`src/rtl/pipeline_ctrl_pkg.sv`:
```
// Shared constants and types for the pipeline stall/flush/redirect controller.
package pipeline_ctrl_pkg;

  // Width of the hold vector and the pipeline register each bit freezes.
  localparam int HOLD_BUS   = 4;
  localparam int HOLD_PC    = 0;
  localparam int HOLD_IFID  = 1;
  localparam int HOLD_IDEX  = 2;
  localparam int HOLD_EXMEM = 3;

  // General exception entry address (BEV=1 bootstrap vector).
  localparam logic [31:0] EXC_VECTOR_DEFAULT = 32'hBFC00380;

  // Controller sequencing states.
  typedef enum logic [1:0] {
    ST_RUN      = 2'd0,
    ST_FLUSH    = 2'd1,
    ST_REDIRECT = 2'd2
  } ctrl_state_e;

endpackage

```
`src/rtl/pipeline_ctrl_stall_merge.sv`:
```
// Priority encoder from per-stage stall requests to the pipeline hold vector.
// The latest stage wins: it freezes itself and every earlier stage.
module stall_merge
  import pipeline_ctrl_pkg::*;
(
  input  logic                stall_req_if,
  input  logic                stall_req_id,
  input  logic                stall_req_ex,
  input  logic                stall_req_mem,
  output logic [HOLD_BUS-1:0] hold
);

  // Latest-stage request selects the hold pattern.
  always_comb begin
    hold = '0;
    if (stall_req_mem)     hold = 4'b1111;
    else if (stall_req_ex) hold = 4'b0111;
    else if (stall_req_id) hold = 4'b0011;
    else if (stall_req_if) hold = 4'b0001;
  end

endmodule

```
`src/rtl/pipeline_ctrl.sv`:
```
// Central stall/flush/redirect controller for the 5-stage pipeline.
// Owns the single PC redirect port: exception/ERET flush sequencing,
// live and deferred branch redirects, plus a saturating stall counter.
module pipeline_ctrl
  import pipeline_ctrl_pkg::*;
#(
  parameter int                    ADDR_WIDTH = 32,
  parameter logic [ADDR_WIDTH-1:0] EXC_VECTOR = ADDR_WIDTH'(EXC_VECTOR_DEFAULT),
  parameter int                    CNT_WIDTH  = 32
) (
  input  logic                  clk,
  input  logic                  rst,
  input  logic                  stall_req_if,
  input  logic                  stall_req_id,
  input  logic                  stall_req_ex,
  input  logic                  stall_req_mem,
  input  logic                  branch_flag,
  input  logic [ADDR_WIDTH-1:0] branch_addr,
  input  logic                  exc_valid,
  input  logic                  exc_is_eret,
  input  logic [ADDR_WIDTH-1:0] cp0_epc,
  output logic [HOLD_BUS-1:0]   hold,
  output logic                  flush,
  output logic                  pc_redirect_en,
  output logic [ADDR_WIDTH-1:0] pc_redirect_addr,
  output logic [CNT_WIDTH-1:0]  stall_cycles
);

  ctrl_state_e           state, state_next;
  logic [HOLD_BUS-1:0]   hold_req;
  logic [HOLD_BUS-1:0]   hold_c;
  logic                  flush_c, redir_en_c;
  logic [ADDR_WIDTH-1:0] redir_addr_c;
  logic [ADDR_WIDTH-1:0] exc_target;
  logic                  branch_pending;
  logic [ADDR_WIDTH-1:0] branch_target;
  logic                  exc_accept;
  logic                  id_advance;
  logic                  branch_live;
  logic                  branch_defer;

  stall_merge u_merge (
    .stall_req_if  (stall_req_if),
    .stall_req_id  (stall_req_id),
    .stall_req_ex  (stall_req_ex),
    .stall_req_mem (stall_req_mem),
    .hold          (hold_req)
  );

  // A held ID stage will re-present its branch, so only an advancing one counts.
  assign id_advance   = ~hold_req[HOLD_IFID];
  assign branch_live  = branch_flag & id_advance & ~hold_req[HOLD_PC];
  assign branch_defer = branch_flag & id_advance &  hold_req[HOLD_PC];

  // Next state and redirect/flush/hold outputs; exception beats pending beats live.
  always_comb begin
    state_next   = state;
    hold_c       = hold_req;
    flush_c      = 1'b0;
    redir_en_c   = 1'b0;
    redir_addr_c = '0;
    exc_accept   = 1'b0;
    case (state)
      ST_RUN: begin
        // A MEM-stage stall means the excepting instruction is not yet final.
        exc_accept = exc_valid & ~stall_req_mem;
        if (exc_accept) begin
          state_next = ST_FLUSH;
        end else if (branch_pending) begin
          redir_en_c   = 1'b1;
          redir_addr_c = branch_target;
        end else if (branch_live) begin
          redir_en_c   = 1'b1;
          redir_addr_c = branch_addr;
        end
      end
      ST_FLUSH: begin
        flush_c      = 1'b1;
        redir_en_c   = 1'b1;
        redir_addr_c = exc_target;
        hold_c       = '0;
        state_next   = stall_req_if ? ST_REDIRECT : ST_RUN;
      end
      ST_REDIRECT: begin
        // Keep the redirect asserted until fetch can accept the new PC.
        redir_en_c       = 1'b1;
        redir_addr_c     = exc_target;
        hold_c           = '0;
        hold_c[HOLD_PC]  = stall_req_if;
        state_next       = stall_req_if ? ST_REDIRECT : ST_RUN;
      end
      default: state_next = ST_RUN;
    endcase
  end

  // Outputs read as zero for as long as reset is asserted.
  always_comb begin
    hold             = rst ? '0 : hold_c;
    flush            = rst ? 1'b0 : flush_c;
    pc_redirect_en   = rst ? 1'b0 : redir_en_c;
    pc_redirect_addr = rst ? '0 : redir_addr_c;
  end

  // State register and exception target capture.
  always_ff @(posedge clk or posedge rst) begin
    if (rst) begin
      state      <= ST_RUN;
      exc_target <= '0;
    end else begin
      state <= state_next;
      if (exc_accept) exc_target <= exc_is_eret ? cp0_epc : EXC_VECTOR;
    end
  end

  // Deferred branch latch: holds a target that arrived while the PC was frozen.
  always_ff @(posedge clk or posedge rst) begin
    if (rst) begin
      branch_pending <= 1'b0;
      branch_target  <= '0;
    end else if (exc_accept) begin
      branch_pending <= 1'b0;
    end else if (state == ST_RUN) begin
      if (branch_pending) begin
        if (!hold_req[HOLD_PC]) branch_pending <= 1'b0;
      end else if (branch_defer) begin
        branch_pending <= 1'b1;
        branch_target  <= branch_addr;
      end
    end
  end

  // Saturating count of RUN cycles with the PC frozen.
  always_ff @(posedge clk or posedge rst) begin
    if (rst) stall_cycles <= '0;
    else if (state == ST_RUN && hold_req[HOLD_PC] && stall_cycles != '1)
      stall_cycles <= stall_cycles + 1'b1;
  end

endmodule

```
`config.mk`:
```
export PLATFORM = sky130hd
export DESIGN_NAME = pipeline_ctrl
export DESIGN_NICKNAME = d
export VERILOG_FILES = /design/src/rtl/pipeline_ctrl_pkg.sv /design/src/rtl/pipeline_ctrl_stall_merge.sv /design/src/rtl/pipeline_ctrl.sv
export SDC_FILE = /design/constraint.sdc
export NUM_CORES = 1
export LEC_CHECK = 0
export ABC_AREA = 1
export CAP_MARGIN = 20
export CELL_PAD_IN_SITES_DETAIL_PLACEMENT = 1
export CELL_PAD_IN_SITES_GLOBAL_PLACEMENT = 1
export CORE_ASPECT_RATIO = 0.75
export CORE_MARGIN = 3
export CORE_UTILIZATION = 35
export DETAILED_ROUTE_END_ITERATION = 10
export PLACE_DENSITY = 0.8
export SLEW_MARGIN = 40
export SYNTH_ARGS = -nofsm -noshare
export SYNTH_HDL_FRONTEND = slang
export SYNTH_HIERARCHICAL = 1
export SYNTH_SLANG_ARGS = --single-unit
export TNS_END_PERCENT = 10
```
`constraint.sdc`:
```
create_clock -name clk -period 6.7 [get_ports clk]
set_clock_uncertainty 0.15 [all_clocks]
set_input_delay 1.34 -clock clk [delete_from_list [all_inputs] [get_ports clk]]
set_output_delay 1.34 -clock clk [all_outputs]
set_load 0.01 [all_outputs]
```
# Word-level counts from Yosys, hierarchy flattened

Index checks and enable logic that the tools add are counted.

Memories kept: 0
Bits in writable memories: 0
Word-level logic and storage cells: 53
Register bits after elaboration: 99
Latch bits: 0
Memory bits (read-only): 0

Add/subtract/negate cells: 1
$mul: 0
Order comparisons: 0
Reduce and logical (&&, ||, !) cells: 6
Muxes and demuxes: 28
Shift operators: 0
Eq/ne operators: 4
Divide/modulo/power cells: 0
Bitwise operators: 9

Operator list:

| cell                                                             | number |
|---|---|
| 32-bit 2-to-1 mux                                                | 5 |
| 32-bit one-hot mux with 2 select lines                           | 1 |
| 32-bit by 1-bit adder with 32-bit output (second input constant) | 1 |
| 32-bit inequality test (second input constant)                   | 1 |
| 4-bit 2-to-1 mux                                                 | 4 |
| 1-bit 2-to-1 mux                                                 | 13 |
| 4-bit one-hot mux with 2 select lines                            | 1 |
| 1-bit inverter                                                   | 5 |
| 1-bit bitwise AND                                                | 4 |
| 2-bit 2-to-1 mux                                                 | 2 |
| 2-bit one-hot mux with 2 select lines                            | 1 |
| 4-bit AND reduction                                              | 1 |
| 2-bit by 1-bit == test with 1-bit output (second input constant) | 1 |
| 2-bit == test (second input constant)                            | 1 |
| 1-bit logical AND                                                | 2 |
| 2-bit zero test                                                  | 1 |
| 2-bit inequality test (second input constant)                    | 1 |
| 1-bit one-hot mux with 2 select lines                            | 1 |
| 2-bit nonzero test                                               | 1 |
| 2-bit OR reduction                                               | 1 |

# Logic depth before layout (Yosys ltp)

Gate-level depths: netlist of run 1.

Depth after elaboration: 12
Mapped depth: 11
Depth with buffers taken out: 10

# Hierarchy

The synthesis of run 1 kept the hierarchy.

Modules (own cells, without submodules):

| module        | sequential area each (sq um) | cells an instance | area an instance (sq um) | times used |
|---|---|---|---|---|
| pipeline_ctrl | 2,477.4                      | 830               | 5,765.5                  | 1 |
| stall_merge   | 0.0                          | 7                 | 33.8                     | 1 |

# Worst setup path after synthesis of run 1

Ideal clock, no wire load.

Path type: input to output
Start: input port rst
End: output port pc_redirect_addr[10]
Required time: 5,210 ps
Arrival: 4,367 ps
Path slack: 843 ps
Buffers on the path: 1
Cell stages on the path: 4
Cell sequence: inv_1 > nand2_1 > clkbuf_1 > nor2_1

Cells in the longest elaborated chain, start to end: 1

RTL lines:

| what               | line                 | source |
|---|---|---|
| start: declaration | pipeline_ctrl.sv:12  | `input logic rst,` |
| 32-bit 2-to-1 mux  | pipeline_ctrl.sv:101 | `pc_redirect_addr = rst ? '0 : redir_addr_c;` |
| end: declaration   | pipeline_ctrl.sv:25  | `output logic [ADDR_WIDTH-1:0] pc_redirect_addr,` |

Every way passes these cells.

# Final worst setup path of run 1

Start: input port stall_req_id
End: output port pc_redirect_addr[20]

RTL lines:

| what                                   | line                            | source |
|---|---|---|
| start: declaration                     | pipeline_ctrl.sv:14             | `input logic stall_req_id,` |
| 4-bit 2-to-1 mux                       | pipeline_ctrl_stall_merge.sv:18 | `else if (stall_req_id) hold = 4'b0011;` |
| 4-bit 2-to-1 mux                       | pipeline_ctrl_stall_merge.sv:17 | `else if (stall_req_ex) hold = 4'b0111;` |
| 4-bit 2-to-1 mux                       | pipeline_ctrl_stall_merge.sv:16 | `if (stall_req_mem) hold = 4'b1111;` |
| via hold_req[0]                        | pipeline_ctrl.sv:30             | `logic [HOLD_BUS-1:0] hold_req;` |
| 1-bit inverter                         | pipeline_ctrl.sv:52             | `assign branch_live = branch_flag & id_advance & ~hold_req[HOLD_PC];` |
| 1-bit bitwise AND                      | pipeline_ctrl.sv:52             |  |
| 32-bit 2-to-1 mux                      | pipeline_ctrl.sv:72             | `end else if (branch_live) begin` |
| 32-bit 2-to-1 mux                      | pipeline_ctrl.sv:69             | `end else if (branch_pending) begin` |
| 32-bit 2-to-1 mux                      | pipeline_ctrl.sv:67             | `if (exc_accept) begin` |
| 32-bit one-hot mux with 2 select lines | pipeline_ctrl.sv:63             | `case (state)` |
| 32-bit 2-to-1 mux                      | pipeline_ctrl.sv:101            |  |

The timed path passes the listed nets, and every way through them passes these cells.

==> summary.txt, run 1 <==
Worst EP required - 5.21 ns
global-route wire length before repair - 33020 um
share of layout cells above drive strength 1 - 0.04271
unrepaired setup endpoints after global routing - no
Post-CTS Setup Bufs - 0
Final #Nets - 1033
Cell Count, Final, Fillers Out - 1170
Routed WL - 19840 um
Slew HR - 0.5345
YS warnings - 6
initial antenna violation count - 0
DRC - 0
Routed Antenna Nets - 0
FP Rows - 40
Inserted Diodes - 0
Max Cap Violations - 0
Top Ports - 143
setup_tns - 0 ns
Leak - 0.003543 uW
total power per unit cell area - 313.1 mW/mm2
Hold Slack - 0.3431 ns
status - complete, no violations
P&R area growth vs syn - 31.78%
Avg Vias per Cell - 5.100
Critical Path Fanout Max - 27
Die Span Y - 117.5 um
DPL Wire Length - 14160 um
largest net degree at the start of global routing - 65
Largest stage delay, worst path - 0.56 ns
Crit Path Category - input port to output port
# placed instances - 1154
via count - 5967
Worst Hold Class - register to register
Fmax - 0.1911 GHz
post-synthesis cell count - 837
actual slew at the worst max-slew pin - 0.6983 ns
GPL Wtd Cong - 0.8274
max-slew violation count - 0
critical path endpoint category - output port
drt first-iter violations - 328
CTS Buf Count - 9
total die area - 0.01817 mm2
CTS tree - done
crit path time final - 5.232 ns
CP arrival - 3.74 ns
WL per Instance - 16.95 um
share of the clock period used by the worst path - 0.7808
slowest CP cell - clkdlybuf4s50_1
clk sinks - 99
cts repair resizes - 0
Final Hold Fails - 0
Cell Area, Synth - 0.005799 mm2
Clk pin slew, worst setup/hold paths - 0.06 ns
Skew-Pair Late Insertion Delay - 0.36 ns
sequential cell area fraction in the yosys report - 0.4272
Seq cells post-synth - 99
Critical Path Start Type - input port
critical-path cell list - clkdlybuf4s50_1 -> nor2_1 -> nand3_1 -> inv_2 -> nand3_1 -> buf_4 -> o21ai_0 -> a22oi_1 -> nor2_1 -> clkdlybuf4s50_1
number of H-tree levels - 3
total gr overflow - 0
Total GRT Usage - 0.2254
die width - 154.6 um
Core ar. - 0.01612 mm2
Mean Syn Cell Area - 6.929 um2
root buffer cell - clkbuf_16
Mapped Nets - 915
hold_buf cts - 0
Finish-stage setup viols - 0
drt pass-1 iters - 5
Unique masters post-synth - 29
CTS max path bufs - 2
PortBufs - 142
vias in the first global route - 6239
Initial Util - 0.3599
Worst VDD drop - 0.1537 mV
state kept, by name (all words and copies together) (netlist names):
| name | count |
|---|---|
| stall_cycles | 32 |
| branch_target | 32 |
| branch_pending | 1 |
| exc_target | 32 |
| state | 2 |
layer usage:
layer  share of wire  global-route usage  vias to the layer above
met5               0                   0                        -
met4           0.016             0.05957                        0
met3           0.061             0.05292                       21
met2            0.44              0.3419                      148
met1            0.49              0.3240                     2875
li1                -                   -                     2923
where the power goes:
part | total, uW | internal, uW | leakage (uW) | switching (uW)
Clock | 509 | 264 | 0.000132 | 245
Combinational | 968 | 381 | 0.00216 | 587
Sequential | 916 | 790 | 0.00125 | 126
worst paths after layout:
path	start	to	slack, ns	cells after the start
max	stall_req_id	pc_redirect_addr[20]	1.47	10
min	branch_target[19]$_DFFE_PP0P_	branch_target[19]$_DFFE_PP0P_	0.34	2
min reg2reg	branch_target[19]$_DFFE_PP0P_	branch_target[19]$_DFFE_PP0P_	0.34	2
max reg2reg	state[0]$_DFFE_PP0P_	branch_target[10]$_DFFE_PP0P_	3.82	9
max in group asynchronous	rst	stall_cycles[26]$_DFFE_PP0P_	3.70	4
min in group asynchronous	rst	branch_target[30]$_DFFE_PP0P_	1.22	2
Yosys cell counts, drive strengths merged:
master / number / share of area
a22oi: 32 / 0.041
nor3: 1 / 0.00086
xor2: 9 / 0.014
o22ai: 19 / 0.020
xnor2: 5 / 0.0076
o21ai: 79 / 0.068
ha: 5 / 0.011
or2: 1 / 0.0011
nor2: 110 / 0.075
inv: 79 / 0.052
buf: 8 / 0.011
o21bai: 1 / 0.0013
dfrtp: 99 / 0.43
a21oi: 20 / 0.017
nand4: 5 / 0.0065
clkbuf: 36 / 0.023
nand2: 289 / 0.19
nand3: 39 / 0.034
cell type report:
type                            instances  area, um2
Fill cell                            2077       8473
Multi-Input combinational cell        615       2829
Sequential cell                        99       2477
Timing Repair Buffer                  151       1489
Inverter                               79      304.0
Tap cell                              210      262.8
Clock buffer                           11      242.7
Clock inverter                          5      37.54
cells by family after synthesis:
logic type	share of synthesized area
xor+xnor	0.02114
fa+ha+maj	0.01079
buf+inv	0.08544
flops	0.4272
compound gates	0.1487
simple gates	0.3068
cells in the final DEF, fill, tap and decap left out, drive strengths merged:
cell type / synthesis / routed
xnor2: 5 / 5
a22oi: 32 / 32
xor2: 9 / 9
dfrtp: 99 / 99
clkbuf: 36 / 11
ha: 5 / 5
clkinv: 0 / 2
nor3: 1 / 1
inv: 79 / 80
o22ai: 19 / 19
clkinvlp: 0 / 2
o21ai: 79 / 79
o21bai: 1 / 1
nor2: 110 / 110
nand3: 39 / 39
buf: 8 / 9
nand2: 289 / 289
or2: 1 / 1
clkdlybuf4s50: 0 / 142
a21oi: 20 / 20
nand4: 5 / 5
through the flow:
stage / util / setup slack [ns] / area (um2) / total power [uW]
after detailed placement: 0.4568 / 1.456 / 7362 / 1900
after global placement: 0.4567 / 1.568 / 7360 / 1870
after global routing: 0.4742 / 1.195 / 7642 / 2574
final: 0.4742 / 1.468 / 7642 / 2393
after CTS: 0.4742 / 1.459 / 7642 / 2423
after floorplan: - / 0.8426 / 5799 / 1510
critical path, delay by kind of cell:
kind	cells	cell delay, ns
buf+inv	4	1.39
simple gates	4	0.70
compound gates	2	0.29
No activity file was read; power rests on OpenSTA's default activity.
==> run 2, diff against run 1 <==
- CORE_UTILIZATION: 35 -> 32
- PLACE_DENSITY: 0.8 -> 0.77
- clock period: 6.7 -> 4.8 ns (I/O delays scaled with it)
==> run 2 against run 1 <==
Net effect: utilization down 2.6 points; die area up 8.9%; register-to-register slack worse by 1.8 ns; worst setup slack worse by 1.1 ns; critical path depth unchanged; clock-buffer cell count down 1; largest cell class unchanged; first-iteration DRC count up 3.4%; combinational power up 42%.
==> summary.txt, run 2 (synthesis results as in run 1) <==
status - complete, no violations
CTS Buf Count - 9
Hold Slack - 0.3442 ns
post-placement cell area - 0.007427 mm2
Filler cells - 2176
Final Hold Fails - 0
Post-CTS Setup Bufs - 0
FP Rows - 41
drt first-iter violations - 339
commonest non-fill, non-tap cell in the layout - nand2_1
global-route wire length before repair - 33240 um
Fmax - 0.2238 GHz
actual slew at the worst max-slew pin - 0.6747 ns
crit path time final - 4.468 ns
Slew HR - 0.5502
Hold EP - branch_target[30]$_DFFE_PP0P_
CP arrival - 3.36 ns
R2R depth - 8
unrepaired setup endpoints after global routing - no
Worst Hold Class - register to register
vias in the first global route - 6172
clk sinks - 99
via count - 5999
reg2reg end - branch_target[14]$_DFFE_PP0P_
drt pass-1 iters - 4
number of H-tree levels - 3
Leak - 0.003574 uW
DRC - 0
Total GRT Usage - 0.2125
Avg Vias per Cell - 5.003
P&R area growth vs syn - 33.59%
Die Span Y - 122.6 um
CTS tree - done
Worst VDD drop - 0.1737 mV
total gr overflow - 0
hold wc startpoint - branch_target[30]$_DFFE_PP0P_
final instance area - 0.007747 mm2
Routed WL - 20470 um
max-slew violation count - 0
initial antenna violation count - 1
Clk pin slew, worst setup/hold paths - 0.07 ns
Critical Path Fanout Max - 10
DPL Wire Length - 14730 um
total die area - 0.01979 mm2
commonest cells after routing, fill and taps aside - 285 x nand2_1, 142 x clkdlybuf4s50_1, 104 x nor2_1, 99 x dfrtp_1, 73 x inv_1
Initial Util - 0.3355
Crit Path Category - input port to output port
Final #Nets - 1035
Regs by FF count - branch_target (32), exc_target (32), stall_cycles (32)
die width - 161.4 um
root buffer cell - clkbuf_16
critical path endpoint category - output port
cts repair resizes - 0
Worst EP required - 3.69 ns
GPL Wtd Cong - 0.8777
total power per unit cell area - 441.7 mW/mm2
Worst R2R Setup Slack - 2.06 ns
setup_tns - 0 ns
share of layout cells above drive strength 1 - 0.04574
Worst R2R Start - state[0]$_DFFE_PP0P_
WL per Instance - 17.07 um
largest net degree at the start of global routing - 70
hold_buf cts - 0
CTS max path bufs - 2
Core ar. - 0.01729 mm2
Max Cap Violations - 0
Top Ports - 143
Routed Antenna Nets - 0
Critical Path Start Type - input port
hold depth - 2
PortBufs - 142
Skew-Pair Late Insertion Delay - 0.35 ns
share of the clock period used by the worst path - 0.9308
Finish-stage setup viols - 0
run 2: where the power goes:
part,switching (uW),internal [uW]
clock network,348,425
registers,175,1100
logic,833,539
total,1360,2070
run 2: cell type report:
cell class / instances / area [um2] / area share
repair buffers: 153 / 1520 / 0.1962
diodes: 1 / 2.502 / 0.0003230
well taps: 236 / 295.3 / 0.03811
multi-input cells: 615 / 2838 / 0.3663
flip-flops and latches: 99 / 2477 / 0.3198
inverters: 79 / 305.3 / 0.03941
clock inverters: 6 / 70.07 / 0.009044
clock buffers: 10 / 239.0 / 0.03085
run 2: worst max-delay path: stages:
cell and delay (ns):
clkdlybuf4s50_1 0.47, inv_1 0.10, nand3_1 0.18, inv_2 0.13
nand3_1 0.23, buf_4 0.26, o21ai_0 0.20, a22oi_1 0.10
nor2_1 0.16, clkdlybuf4s50_1 0.57
run 2: layer usage:
layer	global-route usage	vias to the layer above	wire length (um)	share of wire
li1	-	2914	-	-
met1	0.2974	2906	9877	0.48
met2	0.3361	155	9028	0.44
met3	0.04622	22	1205	0.059
met4	0.05373	2	344	0.017
met5	0	-	13	0.00064
run 2: how the worst max path moves through the flow:
| stage | end | startpoint | slack, ns | depth (start not counted) |
|---|---|---|---|---|
| after floorplan | pc_redirect_addr[10] | rst | 0.44 | 4 |
| after global placement | pc_redirect_addr[10] | stall_req_mem | 0.46 | 10 |
| after detailed placement | pc_redirect_addr[23] | stall_req_mem | 0.39 | 10 |
| after CTS | pc_redirect_addr[23] | stall_req_mem | 0.37 | 10 |
| after global routing | pc_redirect_addr[23] | stall_req_mem | 0.09 | 10 |
| final | pc_redirect_addr[23] | stall_req_mem | 0.33 | 10 |
run 2: per-stage QoR:
step	power, uW	setup WS (ns)	utilization	std cells
3_5_place_dp	2669	0.3932	0.4296	1182
5_1_grt	3679	0.08964	0.4480	1198
2_1_floorplan	2108	0.4354	-	837
6_report	3422	0.3323	0.4481	1199
3_3_place_gp	2626	0.4560	0.4293	1182
4_1_cts	3457	0.3740	0.4475	1198
